**src/rtl/blink_led_pkg.sv**
```systemverilog
// rtl/blink_led_pkg.sv - shared types and helpers for the multi-channel LED blinker
// Contents:
//   mode_e        : channel mode (OFF, ON, BLINK, ONESHOT)
//   ch_cfg_t      : channel configuration (mode, period, on), fields CFG_W wide
//   calc_tick_div : clock cycles per timebase tick
//   led_level     : LED level for a given phase under a given configuration
package blink_led_pkg;

  // Period/on-time fields are carried at this fixed width; instances use PER_W <= CFG_W.
  localparam int CFG_W = 16;

  typedef enum logic [1:0] {
    MODE_OFF     = 2'd0,
    MODE_ON      = 2'd1,
    MODE_BLINK   = 2'd2,
    MODE_ONESHOT = 2'd3
  } mode_e;

  typedef struct packed {
    mode_e            mode;
    logic [CFG_W-1:0] period;
    logic [CFG_W-1:0] on;
  } ch_cfg_t;

  function automatic int calc_tick_div(input int clk_hz, input int tick_hz);
    return clk_hz / tick_hz;
  endfunction

  // period==0 holds the LED low; on>=period holds it high because phase<period.
  function automatic logic led_level(input logic [CFG_W-1:0] phase, input ch_cfg_t c);
    return (c.period != '0) && (phase < c.on);
  endfunction

endpackage

```
**src/rtl/blink_led_ch.sv**
```systemverilog
// rtl/blink_led_ch.sv - one LED channel: OFF/ON/BLINK and optional ONESHOT sequencing
// Optional feature macro: BLINK_LED_ONESHOT_EN (enables mode 3 one-shot; otherwise mode 3 acts as OFF)
// Ports:
//   clk, rst : clock, synchronous active-high reset
//   tick     : shared timebase pulse, one cycle wide
//   wr       : accepted configuration write addressed to this channel
//   cfg      : configuration carried by the write
//   led      : registered LED drive
//   busy     : registered one-shot-in-progress flag
module blink_led_ch
  import blink_led_pkg::*;
#(
  parameter int PER_W = 12
) (
  input  logic    clk,
  input  logic    rst,
  input  logic    tick,
  input  logic    wr,
  input  ch_cfg_t cfg,
  output logic    led,
  output logic    busy
);

  ch_cfg_t          act_q, act_d;     // configuration currently driving the pattern
  ch_cfg_t          shd_q, shd_d;     // BLINK rewrite waiting for the next phase wrap
  logic             shd_vld_q, shd_vld_d;
  logic [PER_W-1:0] phase_q, phase_d;
  logic             led_q, led_d;
  logic             busy_q, busy_d;
  logic             running;
  logic             wrap;

  assign running = (act_q.mode == MODE_BLINK) || (act_q.mode == MODE_ONESHOT);
  // A zero period wraps on every tick so a pending shadow still gets applied.
  assign wrap    = (act_q.period == '0) ||
                   ((CFG_W'(phase_q) + CFG_W'(1)) == act_q.period);

  always_comb begin
    act_d     = act_q;
    shd_d     = shd_q;
    shd_vld_d = shd_vld_q;
    phase_d   = phase_q;
    led_d     = led_q;
    busy_d    = busy_q;

    if (running && tick) begin
      if (wrap) begin
        phase_d = '0;
        if (act_q.mode == MODE_ONESHOT) begin
          act_d.mode = MODE_OFF;
          led_d      = 1'b0;
          busy_d     = 1'b0;
        end else if (shd_vld_q) begin
          act_d     = shd_q;
          shd_vld_d = 1'b0;
          led_d     = led_level('0, shd_q);
        end else begin
          led_d = led_level('0, act_q);
        end
      end else begin
        phase_d = phase_q + PER_W'(1);
        led_d   = led_level(CFG_W'(phase_q) + CFG_W'(1), act_q);
      end
    end

    // A write is evaluated after the tick so it takes precedence in the same cycle;
    // a BLINK-over-BLINK write only lands in the shadow and leaves the pattern alone.
    if (wr) begin
      case (cfg.mode)
        MODE_ON: begin
          act_d     = cfg;
          phase_d   = '0;
          led_d     = 1'b1;
          busy_d    = 1'b0;
          shd_vld_d = 1'b0;
        end
        MODE_BLINK: begin
          if (act_q.mode == MODE_BLINK) begin
            shd_d     = cfg;
            shd_vld_d = 1'b1;
          end else begin
            act_d     = cfg;
            phase_d   = '0;
            led_d     = led_level('0, cfg);
            busy_d    = 1'b0;
            shd_vld_d = 1'b0;
          end
        end
`ifdef BLINK_LED_ONESHOT_EN
        MODE_ONESHOT: begin
          act_d     = cfg;
          phase_d   = '0;
          led_d     = led_level('0, cfg);
          busy_d    = 1'b1;
          shd_vld_d = 1'b0;
        end
`endif
        default: begin
          act_d      = cfg;
          act_d.mode = MODE_OFF;
          phase_d    = '0;
          led_d      = 1'b0;
          busy_d     = 1'b0;
          shd_vld_d  = 1'b0;
        end
      endcase
    end
  end

  always_ff @(posedge clk) begin
    if (rst) begin
      act_q     <= '0;
      shd_q     <= '0;
      shd_vld_q <= 1'b0;
      phase_q   <= '0;
      led_q     <= 1'b0;
      busy_q    <= 1'b0;
    end else begin
      act_q     <= act_d;
      shd_q     <= shd_d;
      shd_vld_q <= shd_vld_d;
      phase_q   <= phase_d;
      led_q     <= led_d;
      busy_q    <= busy_d;
    end
  end

  assign led  = led_q;
  assign busy = busy_q;

endmodule

```
**src/rtl/blink_led_multi_ch.sv**
```systemverilog
// rtl/blink_led_multi_ch.sv - multi-channel LED blinker top: shared prescaler, config handshake, channels
// Optional feature macro: BLINK_LED_ONESHOT_EN (passed through to blink_led_ch)
// Ports:
//   clk, rst   : clock, synchronous active-high reset
//   cfg_valid  : configuration request
//   cfg_ready  : configuration accept (low during reset and in the cycle after a transfer)
//   cfg_ch     : target channel (values >= NUM_CH are accepted and ignored)
//   cfg_mode   : 0 OFF, 1 ON, 2 BLINK, 3 ONESHOT
//   cfg_period : period in ticks
//   cfg_on     : on-time in ticks
//   led        : registered LED drive per channel
//   ch_busy    : registered one-shot-in-progress per channel
module blink_led_multi_ch
  import blink_led_pkg::*;
#(
  parameter int CLK_FREQ_HZ  = 50_000_000,
  parameter int TICK_FREQ_HZ = 1_000,
  parameter int NUM_CH       = 4,
  parameter int PER_W        = 12
) (
  input  logic              clk,
  input  logic              rst,
  input  logic              cfg_valid,
  output logic              cfg_ready,
  input  logic [3:0]        cfg_ch,
  input  logic [1:0]        cfg_mode,
  input  logic [PER_W-1:0]  cfg_period,
  input  logic [PER_W-1:0]  cfg_on,
  output logic [NUM_CH-1:0] led,
  output logic [NUM_CH-1:0] ch_busy
);

  localparam int TICK_DIV = calc_tick_div(CLK_FREQ_HZ, TICK_FREQ_HZ);
  localparam int PRE_W    = (TICK_DIV > 1) ? $clog2(TICK_DIV) : 1;

  logic [PRE_W-1:0] pre_q;
  logic             tick;
  logic             xfer;
  logic             xfer_q;
  ch_cfg_t          cfg;

  assign tick = (pre_q == PRE_W'(TICK_DIV - 1));

  // Ready is forced low by rst directly so it rises in the very first cycle after release.
  assign cfg_ready = !rst && !xfer_q;
  assign xfer      = cfg_valid && cfg_ready;

  assign cfg = '{mode: mode_e'(cfg_mode), period: CFG_W'(cfg_period), on: CFG_W'(cfg_on)};

  always_ff @(posedge clk) begin
    if (rst) begin
      pre_q  <= '0;
      xfer_q <= 1'b0;
    end else begin
      pre_q  <= tick ? '0 : pre_q + PRE_W'(1);
      xfer_q <= xfer;
    end
  end

  for (genvar i = 0; i < NUM_CH; i++) begin : g_ch
    blink_led_ch #(
      .PER_W (PER_W)
    ) u_ch (
      .clk  (clk),
      .rst  (rst),
      .tick (tick),
      .wr   (xfer && (cfg_ch == 4'(i))),
      .cfg  (cfg),
      .led  (led[i]),
      .busy (ch_busy[i])
    );
  end

endmodule

```
**config.mk**
```make
export PLATFORM = sky130hd
export DESIGN_NAME = blink_led_multi_ch
export DESIGN_NICKNAME = d
export VERILOG_FILES = /design/src/rtl/blink_led_pkg.sv /design/src/rtl/blink_led_ch.sv /design/src/rtl/blink_led_multi_ch.sv
export SDC_FILE = /design/constraint.sdc
export NUM_CORES = 1
export LEC_CHECK = 0
export ABC_AREA = 1
export CORE_ASPECT_RATIO = 0.6
export CORE_MARGIN = 2
export CORE_UTILIZATION = 30
export DETAILED_ROUTE_END_ITERATION = 6
export GPL_TIMING_DRIVEN = 1
export PLACE_DENSITY = 0.49
export SLEW_MARGIN = 0
export SYNTH_ARGS = -nofsm -noshare
export SYNTH_HDL_FRONTEND = slang
export SYNTH_SLANG_ARGS = --single-unit
```
**constraint.sdc**
```tcl
create_clock -name clk -period 2.23 [get_ports clk]
set_input_delay 0.3345 -clock clk [delete_from_list [all_inputs] [get_ports clk]]
set_output_delay 0.3345 -clock clk [all_outputs]
set_load 0.05 [all_outputs]
```
-- Word level (Yosys, flattened, before mapping)
Index checks and enable logic that the tools add are counted.
- bits in registers: 317
- input bits: 33
- output and inout port bits: 9
- word-level logic and storage cells: 278
- add/sub/neg operators: 9
- $lt $le $gt $ge: 13
- equality and inequality tests: 22
- muxes and demuxes: 128
- reductions and logical operators: 64
- operators by type and width (kind ; count):
    34-bit two-way mux ; 20
    34-bit case mux with 2 select lines ; 4
    12-bit two-way mux ; 20
    16-bit nonzero test ; 9
    32-bit two-way mux ; 4
    1-bit two-way mux ; 72
    16-bit equality test ; 4
    16-bit zero test ; 4
    1-bit by 16-bit less-than comparator with 1-bit output, first input constant ; 4
    16-bit less-than comparator ; 4
    1-bit by 12-bit less-than comparator with 1-bit output, first input constant ; 5
    12-bit by 1-bit adder with 13-bit output, second input constant ; 4
    12-bit by 1-bit adder with 12-bit output, second input constant ; 4
    3-bit AND reduction ; 8
    1-bit logical AND ; 23
    2-bit equality test, second input constant ; 9
    16-bit by 1-bit adder with 16-bit output, second input constant ; 1
    16-bit equality test, second input constant ; 1
    2-bit nonzero test ; 8
    4-bit by 2-bit equality test with 1-bit output, second input constant ; 2
    1-bit logical OR ; 8
    2-bit two-way mux ; 4
    2-bit by 1-bit != test with 1-bit output, second input constant ; 4
    1-bit case mux with 2 select lines ; 4
    other kinds (5) ; 6

-- Depth between registers and ports, before layout
Gate-level depths: netlist of run 1.
- word-level depth: 9
- depth in mapped cells: 22
- gate-level depth less buffers: 21

-- Hierarchy
From an unflattened synthesis of run 1, not the netlist that was laid out.
- cells, all modules: 3524
- area total of the unflattened synthesis: 22241.3 um2
- by module, submodules not included (module ; times used ; cells each ; area each (um2) ; seq. area each (um2)):
    blink_led_ch (g_ch[0].u_ch ...) ; 2 ; 863 ; 5357.6 ; 1661.6
    blink_led_ch (g_ch[1].u_ch) ; 1 ; 821 ; 5320.1 ; 1661.6
    blink_led_ch (g_ch[2].u_ch) ; 1 ; 836 ; 5276.3 ; 1661.6
    blink_led_multi_ch ; 1 ; 141 ; 929.6 ; 340.3

-- Least setup slack after synthesis of run 1
OpenSTA, ideal clock, no wires.
- kind: in2reg
- start point: input rst
- end point: register g_ch[0].u_ch.shd_q[11] (netlist name)
- library setup time: 0.070 ns
- arrival time: 2.638 ns
- required time: 2.160 ns
- slack: -0.478 ns
- stages: 8
- buffers on the path: 1
- cells stage by stage: nor2_1 nand2_1 nor2_1 clkinv_1 nor3_1 clkbuf_1 o21ai_0 a21oi_1
- word-level cells in the longest chain between the ends: 5
- RTL lines (element ; RTL line ; source):
    from (decl) ; blink_led_multi_ch.sv:22 ; input logic rst,
    1-bit zero test ; blink_led_multi_ch.sv:45 ; assign cfg_ready = !rst && !xfer_q;
    1-bit logical AND ; blink_led_multi_ch.sv:45 ;
    1-bit logical AND ; blink_led_multi_ch.sv:46 ; assign xfer = cfg_valid && cfg_ready;
    1-bit logical AND ; blink_led_multi_ch.sv:67 ; .wr (xfer && (cfg_ch == 4'(i))),
    3-bit AND reduction (no line) ; -- ;
    to (signal assigned) ; blink_led_ch.sv:113 ; shd_q <= '0;
    to (signal assigned) ; blink_led_ch.sv:120 ; shd_q <= shd_d;
    to (decl) ; blink_led_ch.sv:25 ; ch_cfg_t shd_q, shd_d;
Parallel ways exist; a longest one is shown, timed or not.
A chain may end at the register's enable or synchronous reset.

-- Worst setup path in the final report of run 1
- start point: register g_ch[3].u_ch.phase_q[0]
- end point: register g_ch[3].u_ch.act_q[27] (netlist name)
- word-level cells in the longest chain between the ends: 8
- RTL lines (element ; RTL line ; source):
    from (decl) ; blink_led_ch.sv:27 ; logic [PER_W-1:0] phase_q, phase_d;
    from (signal assigned) ; blink_led_ch.sv:122 ; phase_q <= phase_d;
    12-bit by 1-bit adder with 13-bit output (*) ; blink_led_ch.sv:36 ; ((CFG_W'(phase_q) + CFG_W'(1)) == act_q.period);
    16-bit equality test (*) ; blink_led_ch.sv:36 ;
    1-bit logical OR (*) ; blink_led_ch.sv:35 ; assign wrap = (act_q.period == '0) ||
    34-bit two-way mux (*) ; blink_led_ch.sv:47 ; if (wrap) begin
    34-bit two-way mux (*) ; blink_led_ch.sv:46 ; if (running && tick) begin
    34-bit two-way mux ; blink_led_ch.sv:78 ; if (act_q.mode == MODE_BLINK) begin
    34-bit case mux with 2 select lines ; blink_led_ch.sv:69 ; case (cfg.mode)
    34-bit two-way mux (*) ; blink_led_ch.sv:68 ; if (wr) begin
    to (signal assigned) ; blink_led_ch.sv:119 ; act_q <= act_d;
    to (decl) ; blink_led_ch.sv:24 ; ch_cfg_t act_q, act_d;
Every way passes the cells marked *; elsewhere a longest branch is shown, timed or not.

==> out/summary.txt, run 1 <==
Status: finished with violations
Failing checks: setup timing
WL per Instance: 20.58 um
RSZ-0062 raised after global routing: true
GP Congestion: 0.9687
Setup CP Type: reg2reg
First-pass GRT wire length: 123,800 um
Slowest-stage cell, CP: dfxtp_4
DP Worst Slack: -741.2 ps
CP required: 2720 ps
DPL Wire Length: 63,600 um
Max stage delay on crit path: 370 ps
Detailed Route WL: 85,930 um
Critical-path cell list: buf_6 -> nand3_4 -> buf_6 -> xor2_2 -> buf_4 -> nand2_4 -> nand2_1 -> nor2_1 -> nand3_1 -> nor2_4 -> nand2_2 -> nand2_2 -> nand2_4 -> nor2_4 -> buf_6 -> clkbuf_16 -> nand2_2 -> o211ai_1 -> nand3_1 -> inv_1
Worst Hold End: g_ch[3].u_ch.act_q[9]
Antenna-violating nets left: 0
Hold path startpoint: rst
Switch Pwr: 3420 uW
CTS clk-pin slew, worst paths: 60 ps
Hold Path Class: in2reg
Static Leak: 0.01173 uW
Sequential share of the synthesized area: 34.30%
Avg Vias per Cell: 5.244
Pins Over Slew Limit: 0
Reg-to-reg endpoint: g_ch[3].u_ch.act_q[27]
Initial antenna violation count: 1
Worst slew pin tran: 910.3 ps
H-tree levels: 2
Yosys warns: 0
Switching share of power: 26.03%
Reg area: 0.006407 mm2
FF+latch count, synth: 317
Skew-Pair Late Insertion Delay: 560 ps
Setup violations, final: 180
Drt pass-1 iters: 6
Setup slack after layout: -419.5 ps
Logic pwr share: 9.2%
Filler cell count: 6,149
Total GRT Usage: 25.24%
Critical Path Start: g_ch[3].u_ch.phase_q[0]
Main synth FF type: dfxtp_1
Total core area: 0.06096 mm2
Reg2Reg Depth: 20
Flop2flop setup slack: -420 ps
Worst IR drop on VDD: 0.3818 mV
Root buffer cell: clkbuf_16
CTS tree: built
Global route hottest layer: met1
Max Fanout on Critical Path: 5
Row count: 70
Clock sinks: 317
CP Launch Type: flip-flop
Max cap viols: 0
Final net count: 3,414
CP delay by family, top: simple AND/OR/NAND/NOR gates
Top Ports: 42
Number of synthesized flops with an enable pin: 0
Met3 usage: 5.878%
Port bufs: 41
Arr. time, crit path: 3140 ps
Met1 usage: 40.87%
DIE AREA: 0.06374 mm2
Share of cells above drive strength 1: 30.97%
Initial Util: 30.35%
Period utilization: 118.8%
Synthesized net count: 2,901
Deepest clock path buffer count: 3
Area growth from synthesis to layout: 48.99%
M2 GR Usage: 32.79%
Final Critical Period: 2650 ps
Clock skew: 18.71 ps
Die Span Y: 196.4 um
Rel. slew slack: 38.76%
Vias: 21,900
Mapped Area: 0.01850 mm2
Hold Vio Cnt, Final: 0
GRT overflow: 0
Mapped Avg Cell Area: 6.580 um2
Diode count: 0
Hold path depth: 3
Asr flop ratio synth: 0%
Clock buffer count from CTS: 37
Post-Syn Instances: 2,812
PD cells: 476.6 mW/mm2
Netlist cell types: 47
Clock group share of total power: 47.3%
Drt drc: 0
Crit. End Element: flip-flop
Pin count of the biggest net entering global routing: 49
Buf/Inv on CP: 6
Vias in the first global route: 20,090
Die width: 324.6 um
Max Fclk: 377.4 MHz
Worst R2R Start: g_ch[3].u_ch.phase_q[0]
Multi-input logic area: 0.01167 mm2
1st-iter DRT viols: 2,308
Internal power: 9720 uW
Hold Slack: 286.3 ps
Sequential fraction of design power: 43.5%
[flip-flops by register name, summed over array words and instances, names as in the netlist]
name / flops
g_ch.u_ch.act_q: 136
g_ch.u_ch.shd_q: 104
g_ch.u_ch.phase_q: 48
pre_q: 16
g_ch.u_ch.busy: 4
g_ch.u_ch.led: 4
g_ch.u_ch.shd_vld_q: 4
xfer_q: 1
[routing by layer]
layer	routed length, um	vias to the layer above
met1	43380	10410
met4	1419	2
met2	31860	1013
met3	9222	95
met5	43	-
li1	-	10380
[layout make-up]
type	count	area share (%)
clock buffers	53	3.912
clock inverters	9	0.3586
inverters	480	6.663
multi-input cells	1883	42.33
flip-flops and latches	317	23.24
well taps	828	3.758
repair buffers	606	19.73
[through the flow]
step	util, %	cell area [um2]	total power, uW	TNS, ps	instances
2_1_floorplan	-	18640	6238	-99.00	2812
3_5_place_dp	38.67	23570	6953	-98260	4051
5_1_grt	45.22	27570	13530	-75550	4176
4_1_cts	42.19	25720	13170	-34980	4144
3_3_place_gp	38.67	23570	6949	-91120	4051
6_report	45.22	27570	13140	-47440	4176
[synthesized netlist by cell type (2+ instances only)]
master | n | area (um2)
a211oi_1 | 38 | 285.3
a21oi_1 | 198 | 991.0
a22oi_1 | 3 | 22.52
a31oi_1 | 25 | 156.4
buf_1 | 7 | 26.28
buf_2 | 7 | 35.03
buf_4 | 14 | 105.1
buf_6 | 5 | 56.30
clkbuf_1 | 99 | 371.6
clkinv_1 | 6 | 22.52
dfxtp_1 | 317 | 6346
ha_1 | 56 | 700.7
inv_1 | 464 | 1742
inv_2 | 10 | 37.54
nand2_1 | 503 | 1888
nand2_2 | 6 | 37.54
nand3_1 | 273 | 1366
nand3b_1 | 8 | 60.06
nand4_1 | 43 | 269.0
nor2_1 | 183 | 686.9
nor2_2 | 9 | 56.30
nor2_4 | 2 | 22.52
nor3_1 | 42 | 210.2
nor3_2 | 3 | 30.03
nor3b_1 | 5 | 37.54
nor4_1 | 41 | 256.5
o211ai_1 | 47 | 352.8
o211ai_2 | 8 | 100.1
o21ai_0 | 330 | 1652
o21ai_1 | 5 | 25.02
o21bai_1 | 2 | 15.01
o221ai_1 | 15 | 131.4
o311ai_0 | 4 | 35.03
or2_2 | 5 | 31.28
xnor2_1 | 5 | 43.79
xnor3_1 | 4 | 90.09
xor2_1 | 9 | 78.83
xor3_1 | 2 | 47.55
[worst min-delay path: stages]
cell and delay (ps):
buf_2 120, buf_4 270, a21oi_2 50
[power groups by stage]
stage	logic (uW)	registers, uW	clock network, uW
after global routing	1280	5710	6540
after detailed placement	1110	5840	0
final	1220	5710	6220
after CTS	1130	5710	6320
after floorplan	413	5820	0
after global placement	1110	5840	0
[placed cells by master (no fill, tap or decap), types with 8 or more instances in the layout]
cell type / synthesis / final
ha_1: 56 / 42
nor4_1: 41 / 40
nand2_4: 0 / 52
nor2_1: 183 / 153
dfxtp_1: 317 / 288
inv_1: 464 / 444
dfxtp_4: 0 / 10
nand4_1: 43 / 43
inv_2: 10 / 22
o211ai_1: 47 / 47
nand3_4: 0 / 10
buf_12: 0 / 26
o221ai_2: 0 / 13
nor2_2: 9 / 20
o21ai_1: 5 / 15
nand3b_1: 8 / 8
nor3_2: 3 / 14
nor3_1: 42 / 24
nand3_1: 273 / 210
a211oi_2: 0 / 20
dfxtp_2: 0 / 19
o211ai_2: 8 / 8
nand2_1: 503 / 376
buf_4: 14 / 473
buf_6: 5 / 48
nand2_2: 6 / 75
a31oi_1: 25 / 24
a21oi_2: 0 / 15
a211oi_1: 38 / 18
nor3_4: 1 / 8
clkbuf_16: 0 / 53
a21oi_1: 198 / 183
o21ai_0: 330 / 310
nor2_4: 2 / 21
ha_4: 0 / 12
nand3_2: 1 / 54
o21ai_2: 0 / 10
clkdlybuf4s50_1: 0 / 40
clkbuf_1: 99 / 9
[worst max path at each step]
stage,to,slack (ps),depth (start not counted)
global route,g_ch[3].u_ch.act_q[1],-560,23
detailed placement,g_ch[3].u_ch.act_q[20],-740,11
finish,g_ch[3].u_ch.act_q[27],-420,20
floorplan,g_ch[1].u_ch.led,-40,19
CTS,g_ch[1].u_ch.led,-350,19
global placement,g_ch[3].u_ch.act_q[20],-740,11
[logic make-up (layout without fill, tap and decap cells)]
kind of cell	count (synthesis)	in the layout	synth area share [%]
AND/OR/NAND/NOR	1126	1126	26.94
AO/OA/AOI/OAI	680	680	20.56
buffers and inverters	612	1148	12.95
flip-flops	317	317	34.30
adder cells (fa/ha/maj)	56	56	3.787
XOR/XNOR	20	20	1.407
multiplexers	1	1	0.05410
[what timing repair did]
action	CTS	global route
cloned	3	18
hold endpoints to repair	0	0
hold buffers	0	0
pin swaps	48	101
setup buffers	31	20
resized for setup	184	352
endpoints found under the setup margin	185	192
Note: power is estimated with default switching activity, not from simulation.
==> run 2: changes to the inputs <==
--- a/config.mk
+++ b/config.mk
@@ -8,10 +8,10 @@
 export ABC_AREA = 1
 export CORE_ASPECT_RATIO = 0.6
 export CORE_MARGIN = 2
-export CORE_UTILIZATION = 30
+export CORE_UTILIZATION = 25
 export DETAILED_ROUTE_END_ITERATION = 6
 export GPL_TIMING_DRIVEN = 1
-export PLACE_DENSITY = 0.49
+export PLACE_DENSITY = 0.43
 export SLEW_MARGIN = 0
 export SYNTH_ARGS = -nofsm -noshare
 export SYNTH_HDL_FRONTEND = slang
==> run 2 against run 1 <==
Net effect:
- the run still ends with setup timing left
- flip-flop and latch count is the same
- via count shrank 0.19%
- critical path depth grew 2
- die area grew 20%
- sequential share of layout area shrank 0.56 points
- final cell count grew 4.1%
- clock skew grew 14 ps
- clock power grew 4.7%
- sequential power is essentially flat
- combinational power is essentially flat
- first-iteration DRC count grew 2.5%
- total power grew 2.5%
- critical endpoint is now g_ch[1].u_ch.act_q[1]
- highest routed layer is now met4
==> out/summary.txt, run 2 (same netlist as run 1, synthesis figures left out) <==
Area growth from synthesis to layout: 52.60%
Critical Path Start: g_ch[1].u_ch.phase_q[1]
GP Congestion: 0.9459
Row count: 77
Final Critical Period: 2708 ps
Reg-to-reg endpoint: g_ch[1].u_ch.act_q[1]
1st-iter DRT viols: 2,365
Vias in the first global route: 20,480
Clock buffer count from CTS: 38
Switch Pwr: 3625 uW
Worst Setup EP: g_ch[1].u_ch.act_q[1]
Setup_tns: -55,730 ps
Worst R2R Start: g_ch[1].u_ch.phase_q[1]
Number of flip-flops in the largest register: 136
Total core area: 0.07341 mm2
Critical-path cell list: buf_6 -> ha_4 -> nand2_4 -> inv_4 -> nand3_4 -> nor2_1 -> nand2_1 -> nand2_2 -> buf_6 -> nand2_4 -> nand2_2 -> nand2_2 -> nor2_1 -> nand2_1 -> nand2_2 -> nand2_4 -> nor3_4 -> buf_6 -> inv_8 -> buf_12 -> nand2_2 -> a31oi_2
Max Fclk: 369.3 MHz
Logic pwr share: 9.3%
Worst path most repeated cell: nand2_2
Pwr Total: 13,460 uW
Hold Path Class: in2reg
Die width: 355.2 um
Setup slack after layout: -477.7 ps
Register name with the most flops: g_ch.u_ch.act_q
Static Leak: 0.01194 uW
PD cells: 476.8 mW/mm2
Antenna-violating nets left: 0
Share of cells above drive strength 1: 32.80%
WL per Instance: 20.84 um
Initial antenna violation count: 2
Avg Vias per Cell: 5.028
Root buffer cell: clkbuf_16
Reg2Reg Depth: 22
Diode count: 0
Slowest-stage cell, CP: dfxtp_2
Drt drc: 0
Switching share of power: 26.92%
Max cap viols: 0
Worst IR drop on VDD: 0.4198 mV
Crit. End Element: flip-flop
Sequential fraction of design power: 42.4%
Setup violations, final: 181
Skew-Pair Late Insertion Delay: 600 ps
Pin count of the biggest net entering global routing: 58
Internal power: 9838 uW
Top Ports: 42
Clock sinks: 317
First-pass GRT wire length: 131,200 um
RSZ-0062 raised after global routing: true
Port bufs: 41
Clock skew: 33.13 ps
Arr. time, crit path: 3150 ps
CP Launch Type: flip-flop
CTS clk-pin slew, worst paths: 60 ps
Rel. slew slack: 35.79%
Commonest non-fill, non-tap cell in the layout: buf_4
CTS tree: built
Failing checks: setup timing
DIE AREA: 0.07628 mm2
Die Span Y: 214.7 um
Drt pass-1 iters: 6
Vias: 21,860
CP required: 2680 ps
Largest registers: g_ch.u_ch.act_q x136, g_ch.u_ch.shd_q x104, g_ch.u_ch.phase_q x48
Worst slew pin tran: 954.4 ps
Total GRT Usage: 22.80%
Max stage delay on crit path: 350 ps
Initial Util: 25.20%
Most frequent cells in the layout: buf_4, inv_1, nand2_1
GRT overflow: 0
Setup CP Type: reg2reg
Deepest clock path buffer count: 3
Core Util, Final: 38.46%
DPL Wire Length: 65,840 um
Final net count: 3,423
Hold Vio Cnt, Final: 0
H-tree levels: 2
Clock group share of total power: 48.3%
Flop2flop setup slack: -480 ps
Pins Over Slew Limit: 0
Detailed Route WL: 90,580 um
Period utilization: 121.4%
Max Fanout on Critical Path: 8
Status: finished with violations
Filler cell count: 7,667
[run 2: cell count changes in the layout (fill, tap and decap cells not counted), sizes merged]
cell,previous run,this run
buf,552,567
clkbuf,67,57
clkinv,13,15
clkinvlp,0,1
inv,474,477
nand2,509,510
[run 2: how the worst min path moves through the flow]
stage,from,to,slack (ps),cells past startpoint
2_1_floorplan,g_ch[1].u_ch.act_q[31],g_ch[1].u_ch.act_q[31],420,2
3_3_place_gp,g_ch[1].u_ch.act_q[14],g_ch[1].u_ch.act_q[14],440,2
3_5_place_dp,g_ch[1].u_ch.act_q[14],g_ch[1].u_ch.act_q[14],440,2
4_1_cts,rst,xfer_q,120,4
5_1_grt,rst,xfer_q,170,4
6_report,rst,xfer_q,150,4
[run 2: worst max-delay path, delay by kind of cell (launching register included)]
family / cells / cell delay (ps)
compound gates: 1 / 100
fa+ha+maj: 1 / 150
buf+inv: 6 / 680
flops: 1 / 350
simple gates: 14 / 1260
[run 2: layout make-up]
cell class	instances	area (um2)	area share (%)
Multi-Input combinational cell	1884	11930	42.23
Sequential cell	317	6405	22.68
Timing Repair Buffer	613	5582	19.77
Inverter	480	1853	6.563
Tap cell	987	1235	4.374
Clock buffer	51	1101	3.900
Clock inverter	15	135.1	0.4786
[run 2: per-stage QoR]
stage	instances	hold slack, ps	cell area, um2	setup WS, ps
after floorplan	2812	415.5	18640	-42.81
after global placement	4211	436.2	23800	-785.2
after detailed placement	4211	441.1	23800	-732.6
after CTS	4316	120.2	26880	-381.6
after global routing	4347	166.5	28240	-619.6
final	4347	147.4	28240	-477.7
[run 2: routing by layer]
layer | global-route usage (%) | up-vias | part of all wire, %
met4 | 4.477 | 0 | 1.6
met1 | 35.90 | 10480 | 51
li1 | - | 10410 | -
met5 | 0 | - | 0
met3 | 8.730 | 83 | 12
met2 | 28.11 | 880 | 35
[run 2: power by group through the flow]
stage	sequential [uW]	combinational (uW)	clock, uW
final	5710	1250	6510
after CTS	5710	1150	6650
after detailed placement	5840	1110	0
after global routing	5710	1320	6890
after floorplan	5820	413	0
after global placement	5840	1110	0
[run 2: repair_timing]
item                       CTS  global route
hold endpoints to repair     0             0
setup endpoints to repair  186           195
gates resized for setup    361           266
gates cloned                12             8
pin swaps                  108           139
hold buffers                 0             0
buffers inserted            31            34
